<file path="config.mk">
export PLATFORM = sky130hd
export DESIGN_NAME = vending_change_dispenser
export DESIGN_NICKNAME = d
export VERILOG_FILES = /design/src/rtl/vm_pkg.sv /design/src/rtl/vm_coin_select.sv /design/src/rtl/vending_change_dispenser.sv
export SDC_FILE = /design/constraint.sdc
export NUM_CORES = 1
export LEC_CHECK = 0
export CAP_MARGIN = 20
export CORE_MARGIN = 8
export CORE_UTILIZATION = 50
export CTS_CLUSTER_SIZE = 30
export DETAILED_ROUTE_END_ITERATION = 6
export DONT_BUFFER_PORTS = 1
export PLACE_DENSITY_LB_ADDON = 0.3
export SLEW_MARGIN = 20
export SYNTH_ARGS = -nofsm -noshare
export SYNTH_HDL_FRONTEND = slang
export SYNTH_SLANG_ARGS = --single-unit
</file>
<file path="constraint.sdc">
create_clock -name clk -period 3.2 [get_ports clk]
set_clock_uncertainty 0.05 [all_clocks]
set_input_delay 0.48 -clock clk [delete_from_list [all_inputs] [get_ports clk]]
set_output_delay 0.48 -clock clk [all_outputs]
set_load 0.005 [all_outputs]
</file>
<file path="src/rtl/vm_pkg.sv">
// Shared definitions for the vending machine change path: coin encodings,
// the item price and the dispenser state encoding.
package vm_pkg;

  localparam logic [2:0] COIN_NONE = 3'b000;
  localparam logic [2:0] COIN_1    = 3'b001;
  localparam logic [2:0] COIN_2    = 3'b010;
  localparam logic [2:0] COIN_5    = 3'b101;

  localparam int PRICE = 7;

  typedef enum logic [1:0] {
    IDLE = 2'd0,
    PAY  = 2'd1,
    DONE = 2'd2
  } disp_state_t;

endpackage

</file>
<file path="src/rtl/vm_coin_select.sv">
// Combinational greedy coin picker: returns the largest coin that fits in
// the remaining change and is still in stock.
module vm_coin_select
  import vm_pkg::*;
#(
  parameter int W = 4
) (
  input  logic [W-1:0] remaining,
  input  logic         has_1,
  input  logic         has_2,
  input  logic         has_5,
  output logic [2:0]   coin,
  output logic [W-1:0] value,
  output logic         found
);

  localparam logic [W-1:0] V1 = W'(1);
  localparam logic [W-1:0] V2 = W'(2);
  localparam logic [W-1:0] V5 = W'(5);

  // Priority 5 > 2 > 1; nothing is picked when remaining is zero.
  always_comb begin
    coin  = COIN_NONE;
    value = '0;
    found = 1'b0;
    if (has_5 && remaining >= V5) begin
      coin  = COIN_5;
      value = V5;
      found = 1'b1;
    end else if (has_2 && remaining >= V2) begin
      coin  = COIN_2;
      value = V2;
      found = 1'b1;
    end else if (has_1 && remaining >= V1) begin
      coin  = COIN_1;
      value = V1;
      found = 1'b1;
    end
  end

endmodule

</file>
<file path="src/rtl/vending_change_dispenser.sv">
// Change dispenser: pays out the requested change one coin per clock using a
// greedy picker. Optional macro VM_CHANGE_INVENTORY_EN builds per-denomination
// stock counters (with refill and short-change reporting); without it the
// supply is unlimited and the stock outputs are tied to INIT_STOCK.
module vending_change_dispenser
  import vm_pkg::*;
#(
  parameter int CHANGE_W   = 4,
  parameter int STOCK_W    = 4,
  parameter int INIT_STOCK = 8
) (
  input  logic                clk,
  input  logic                reset,
  input  logic                change_req,
  input  logic [CHANGE_W-1:0] change_amt,
  input  logic                refill,
  output logic                busy,
  output logic                coin_valid,
  output logic [2:0]          coin_out,
  output logic                done,
  output logic                short,
  output logic [CHANGE_W-1:0] remaining,
  output logic [STOCK_W-1:0]  stock_1,
  output logic [STOCK_W-1:0]  stock_2,
  output logic [STOCK_W-1:0]  stock_5
);

  localparam logic [STOCK_W-1:0] STOCK_INIT = STOCK_W'(INIT_STOCK);

  disp_state_t         state_q, state_d;
  logic [CHANGE_W-1:0] rem_d, rem_after, sel_rem, val_a;
  logic [2:0]          coin_a, co_d;
  logic                found_a, found_b;
  logic                busy_d, cv_d, done_d, short_d;
  logic                in_idle, in_pay, pay_coin;
  logic                has1_a, has2_a, has5_a, has1_b, has2_b, has5_b;
  logic [2:0]          unused_coin_b;
  logic [CHANGE_W-1:0] unused_val_b;

  assign in_idle   = (state_q == IDLE);
  assign in_pay    = (state_q == PAY);
  assign pay_coin  = in_pay && found_a;
  // In IDLE the picker looks at the incoming request so a request that cannot
  // be paid at all finishes without an empty PAY cycle.
  assign sel_rem   = in_idle ? change_amt : remaining;
  assign rem_after = remaining - val_a;

`ifdef VM_CHANGE_INVENTORY_EN
  localparam bit INV_EN = 1'b1;

  logic [STOCK_W-1:0] stk1_q, stk2_q, stk5_q;
  logic [STOCK_W-1:0] stk1_eff, stk2_eff, stk5_eff;
  logic [STOCK_W-1:0] stk1_nxt, stk2_nxt, stk5_nxt;

  // A refill together with a request is applied before the request is judged.
  assign stk1_eff = (in_idle && refill) ? STOCK_INIT : stk1_q;
  assign stk2_eff = (in_idle && refill) ? STOCK_INIT : stk2_q;
  assign stk5_eff = (in_idle && refill) ? STOCK_INIT : stk5_q;

  // The picker only chooses a non-empty denomination, so these never wrap.
  assign stk1_nxt = stk1_eff - STOCK_W'(pay_coin && coin_a == COIN_1);
  assign stk2_nxt = stk2_eff - STOCK_W'(pay_coin && coin_a == COIN_2);
  assign stk5_nxt = stk5_eff - STOCK_W'(pay_coin && coin_a == COIN_5);

  assign has1_a = (stk1_eff != '0);
  assign has2_a = (stk2_eff != '0);
  assign has5_a = (stk5_eff != '0);
  assign has1_b = (stk1_nxt != '0);
  assign has2_b = (stk2_nxt != '0);
  assign has5_b = (stk5_nxt != '0);

  // Stock counters: reload on reset, otherwise take refill/decrement result.
  always_ff @(posedge clk) begin
    if (reset) begin
      stk1_q <= STOCK_INIT;
      stk2_q <= STOCK_INIT;
      stk5_q <= STOCK_INIT;
    end else begin
      stk1_q <= stk1_nxt;
      stk2_q <= stk2_nxt;
      stk5_q <= stk5_nxt;
    end
  end

  assign stock_1 = stk1_q;
  assign stock_2 = stk2_q;
  assign stock_5 = stk5_q;
`else
  localparam bit INV_EN = 1'b0;

  logic unused_refill;
  assign unused_refill = refill;

  assign has1_a  = 1'b1;
  assign has2_a  = 1'b1;
  assign has5_a  = 1'b1;
  assign has1_b  = 1'b1;
  assign has2_b  = 1'b1;
  assign has5_b  = 1'b1;
  assign stock_1 = STOCK_INIT;
  assign stock_2 = STOCK_INIT;
  assign stock_5 = STOCK_INIT;
`endif

  // Coin for the current cycle (or the request being accepted).
  vm_coin_select #(.W(CHANGE_W)) u_sel_now (
    .remaining (sel_rem),
    .has_1     (has1_a),
    .has_2     (has2_a),
    .has_5     (has5_a),
    .coin      (coin_a),
    .value     (val_a),
    .found     (found_a)
  );

  // Look-ahead: can anything still be paid after this cycle's coin?
  vm_coin_select #(.W(CHANGE_W)) u_sel_next (
    .remaining (rem_after),
    .has_1     (has1_b),
    .has_2     (has2_b),
    .has_5     (has5_b),
    .coin      (unused_coin_b),
    .value     (unused_val_b),
    .found     (found_b)
  );

  // Next-state and next-output logic for the IDLE/PAY/DONE controller.
  always_comb begin
    state_d = state_q;
    rem_d   = remaining;
    cv_d    = 1'b0;
    co_d    = COIN_NONE;
    done_d  = 1'b0;
    short_d = short;
    case (state_q)
      IDLE: begin
        if (change_req) begin
          rem_d   = change_amt;
          short_d = 1'b0;
          state_d = found_a ? PAY : DONE;
        end
      end
      PAY: begin
        state_d = DONE;
        if (found_a) begin
          cv_d  = 1'b1;
          co_d  = coin_a;
          rem_d = rem_after;
          if (rem_after != '0 && found_b) state_d = PAY;
        end
      end
      DONE: begin
        done_d  = 1'b1;
        short_d = INV_EN && (remaining != '0);
        state_d = IDLE;
      end
      default: state_d = IDLE;
    endcase
    busy_d = (state_d != IDLE);
  end

  // State and registered outputs; reset aborts any payout without a done pulse.
  always_ff @(posedge clk) begin
    if (reset) begin
      state_q    <= IDLE;
      busy       <= 1'b0;
      coin_valid <= 1'b0;
      coin_out   <= COIN_NONE;
      done       <= 1'b0;
      short      <= 1'b0;
      remaining  <= '0;
    end else begin
      state_q    <= state_d;
      busy       <= busy_d;
      coin_valid <= cv_d;
      coin_out   <= co_d;
      done       <= done_d;
      short      <= short_d;
      remaining  <= rem_d;
    end
  end

endmodule

</file>
==> results list <==
- The flow ran to the end, and the final reports show no timing, DRC or antenna violations.
* Post-synth EDFFs: 0
- During synthesis, Yosys emitted a total of 0 warnings.
- Via count of the first global-routing pass: about 720
- The startpoint identified for the worst register-to-register timing path is state_q[1].
- Row count: 15
* CP endpoint kind: register
- Via-to-Cell Ratio: ~5.6
- 1st-iter DRT viols: 15
* Required time worst endpoint: approximately 3400 ps
- The area growth from synthesis to layout is -4.10%.
* Total core area: roughly 1700 µm²
- Wire length of the first global-routing pass: roughly 3.3 mm
* Final Hold Fails: 0
- Count of maximum capacitance violations: 0
- Counting the fill cells in the layout gives 175.
- Dividing the detail-routed wire length by the instance count gives about 16 µm.
* IO buf count: 0
- Maximum buffer depth of the clock tree: 2
* Cells resized by post-CTS repair: 0
- Predominant post-synthesis flop cell: sky130_fd_sc_hd__dfxtp_1
- Entering global routing, the biggest net connects 12 pins.
- Post-synthesis share of cell area spent on xor and xnor gates: 0.956%
- In this run the worst path has a maximum fanout of 11.
- Count of unique library cells instantiated by Yosys: a little over 40
* Worst Hold Launch: reset
- Measured in cells, the most critical reg-to-reg path has a length of 9.
* Sequential power share: about a third
* Total area of multi-input combinational cells: approximately 570 µm²
- After detailed routing, the total wire length is 1.89 mm.
- After clock tree synthesis, the clock-pin slew on the worst setup and hold paths is around 70 ps.
- Routability congestion estimate from global placement: roughly 0.8
* Quantity of hold-fixing buffers added after cts: 0
- Path category of the worst min-delay check: input port to register
* Overall die area: 3460 µm²
- In this run the static leakage power is ~0.36 nW.
- Worst hold endpoint: remaining[0]
- Post-synthesis share of cell area spent on and, or, nand and nor gates: a little over a fifth
- Mux contribution to synthesized area: between 4 and 5%
- Registers take 240 µm².
* Die X: between 50 and 60 µm
- The clock reaches the later pin of the worst-skew pair after about 270 ps.
* Remaining routing DRC violations: 0
- The number of antenna violations at the first check in global routing came to 0.
* Cell internal power dissipation: between 400 and 500 µW
- Counting flops and latches in the post-synthesis netlist gives 12.
- Number of post-CTS setup repair buffers: 0
* Sort of element at the start of the critical path: register
- Summing every instance area after synthesis gives 916 µm².
- Synth Area per Inst: about 9.3 µm²
- Die outline height: between 50 and 60 µm
- The total overflow left after global routing is 0.
* Setup_tns: 0 ps
* Post-synth top area share: between 20% and 30%
- Achievable Freq: ~0.36 GHz
- In this run the critical register-to-register path is captured at state_q[0].
- After Yosys synthesis, full adders, half adders and majority gates account for 6.28% of the synthesized area.
- Final hold analysis gives a worst-case slack of ~210 ps.
- RSZ-0062 raised after global routing: false
- In the synthesized netlist, the number of instances is between 90 and 100.
* Worst Path Arrival: roughly 3000 ps
- Cell taking the most area after synthesis: sky130_fd_sc_hd__dfxtp_1
* Switching Power: approximately 340 µW
- Summing all placed instances gives a cell area of ~860 µm².
- WHS Path Cells: 1
- Global routing consumed, over all layers together, 12.5% of the routing resources.
- At the end of the flow, the number of nets in the layout was about 110.
- Detailed placer's ending HPWL: around 1.5 mm
* Final setup violation count: 0
- The number of antenna diodes in the final layout is 0.
* Number of sinks driven by the clock tree: 12
- First-pass DRT Iterations: 4
* Number of top-level pins: 31
* Slack of the worst reg-to-reg path: 420 ps
- After layout, the minimum clock period comes to ~2800 ps.
- Pwr per Cell Area: 845 nW/µm²
- Peak supply drop: roughly 0.26 mV
- In this run switching power makes up 45.5% of total power.
- The tree is rooted in a sky130_fd_sc_hd__clkbuf_4.
- Combinational logic is responsible for between 50% and 60% of the overall power.
- Cells with a size suffix above 1 make up 15.5% of the layout.
* Final design instance area without fill: approximately 880 µm²
- Sorting the synthesized cells by area gives the leading types as sky130_fd_sc_hd__dfxtp_1 (26%), sky130_fd_sc_hd__buf_4 (11%), sky130_fd_sc_hd__o31ai_4 (4.6%), sky130_fd_sc_hd__mux2i_1 (4.4%), sky130_fd_sc_hd__ha_1 (4.1%).
- The share of total power dissipated in the clock network is roughly 13%.
* Dominant combinational cell family by area after synthesis: compound AO/OA/AOI/OAI gates
* Max Transition Viols Final: 0
- After synthesis, the share of flip-flops with an asynchronous set or reset is 0%.
- Share of the cycle needed by the critical path after routing: slightly below 90%
* Compound-cell area share of the yosys netlist: about 23%
- Post-route ant nets: 0
* CTS tree: done
- CTS built an H-tree with a depth of 1.
- At the end of the flow the core is filled with cells to between 50% and 60%.
- For this configuration, the core starts out at a cell density of between 50% and 60%.
- Sequential share of the synthesized area: between 20% and 30%
* Clock buffer count from CTS: 3
- Classification of the worst setup path: register to register
- The final route contains between 600 and 700 vias.
[flip-flops by register name, summed over array words and instances, names as in the netlist]
signal / count
busy: 1
remaining: 4
done: 1
coin_valid: 1
coin_out: 3
state_q: 2
[cells in the final DEF (no fill, tap or decap), types with 2 or more instances in the layout]
cell,Yosys,layout
sky130_fd_sc_hd__o31a_1,2,2
sky130_fd_sc_hd__ha_1,3,3
sky130_fd_sc_hd__mux2i_1,4,4
sky130_fd_sc_hd__o31ai_4,2,2
sky130_fd_sc_hd__a21oi_1,5,5
sky130_fd_sc_hd__dfxtp_1,12,12
sky130_fd_sc_hd__nand2b_1,2,2
sky130_fd_sc_hd__o211ai_1,3,3
sky130_fd_sc_hd__or4_4,2,2
sky130_fd_sc_hd__conb_1,2,13
sky130_fd_sc_hd__nand2_1,9,9
sky130_fd_sc_hd__o21ai_0,3,3
sky130_fd_sc_hd__nor2_1,6,6
sky130_fd_sc_hd__clkbuf_4,0,3
sky130_fd_sc_hd__inv_1,3,3
[Yosys cell counts (2+ instances only)]
cell type                  number
sky130_fd_sc_hd__nand2_1        9
sky130_fd_sc_hd__nor2_1         6
sky130_fd_sc_hd__o31ai_4        2
sky130_fd_sc_hd__a21oi_1        5
sky130_fd_sc_hd__inv_1          3
sky130_fd_sc_hd__or4_4          2
sky130_fd_sc_hd__buf_4         13
sky130_fd_sc_hd__buf_6          2
sky130_fd_sc_hd__o21ai_0        3
sky130_fd_sc_hd__conb_1         2
sky130_fd_sc_hd__mux2i_1        4
sky130_fd_sc_hd__dfxtp_1       12
sky130_fd_sc_hd__o31a_1         2
sky130_fd_sc_hd__nand2b_1       2
sky130_fd_sc_hd__o211ai_1       3
sky130_fd_sc_hd__ha_1           3
[logic make-up after synthesis]
logic type,Yosys count
AOI/OAI and AO/OA,24
xor gates and xnor gates,1
adders and majority gates,4
buffers and inverters,19
DFF,12
muxes,4
other,2
and+or+nand+nor,32
[worst max-delay path by stage]
stage,slack (ps),startpoint,depth (start not counted),to
global route,220,state_q[1],9,state_q[1]
detailed placement,440,change_amt[1],10,state_q[0]
CTS,430,state_q[1],9,state_q[0]
finish,420,state_q[1],9,state_q[0]
floorplan,620,change_amt[1],10,state_q[0]
global placement,460,change_amt[1],10,state_q[0]
[power by group through the flow]
stage	logic (mW)	clock network, mW	registers (mW)
floorplan	0.393	0	0.219
global placement	0.394	0	0.251
detailed placement	0.398	0	0.253
CTS	0.401	0.0968	0.249
global route	0.457	0.106	0.256
finish	0.400	0.0932	0.248
[area by class of cell]
type	instances	share of cell area [%]
Multi-Input combinational cell	78	64.4
Inverter	3	1.28
Sequential cell	12	27.4
Timing Repair Buffer	1	0.855
Clock buffer	3	2.56
Tap cell	25	3.56
[metal layers]
| layer | vias up | part of all wire [%] | track usage (%) |
|---|---|---|---|
| met1 | 330 | 41 | 13.4 |
| li1 | 324 | - | - |
| met5 | - | 0 | 0 |
| met4 | 0 | 2.6 | 7.17 |
| met3 | 5 | 8.7 | 4.57 |
| met2 | 28 | 48 | 20.6 |
[metrics by stage]
| stage | setup slack, ps | power (mW) | cells |
|---|---|---|---|
| after floorplan | 622 | 0.612 | 109 |
| after global placement | 461 | 0.645 | 119 |
| after detailed placement | 436 | 0.651 | 119 |
| after CTS | 426 | 0.747 | 122 |
| after global routing | 219 | 0.819 | 122 |
| final | 420 | 0.742 | 122 |
[critical path, cell delays in order (launching register included)]
cell and delay [ps]:
sky130_fd_sc_hd__dfxtp_1 460, sky130_fd_sc_hd__or4_4 590, sky130_fd_sc_hd__o31a_1 140, sky130_fd_sc_hd__o21a_1 200, sky130_fd_sc_hd__ha_1 210, sky130_fd_sc_hd__fa_1 390, sky130_fd_sc_hd__xnor2_1 230, sky130_fd_sc_hd__nor2_1 80
sky130_fd_sc_hd__mux2i_1 200, sky130_fd_sc_hd__and3_1 180
Note: power is estimated with default switching activity, not from simulation.
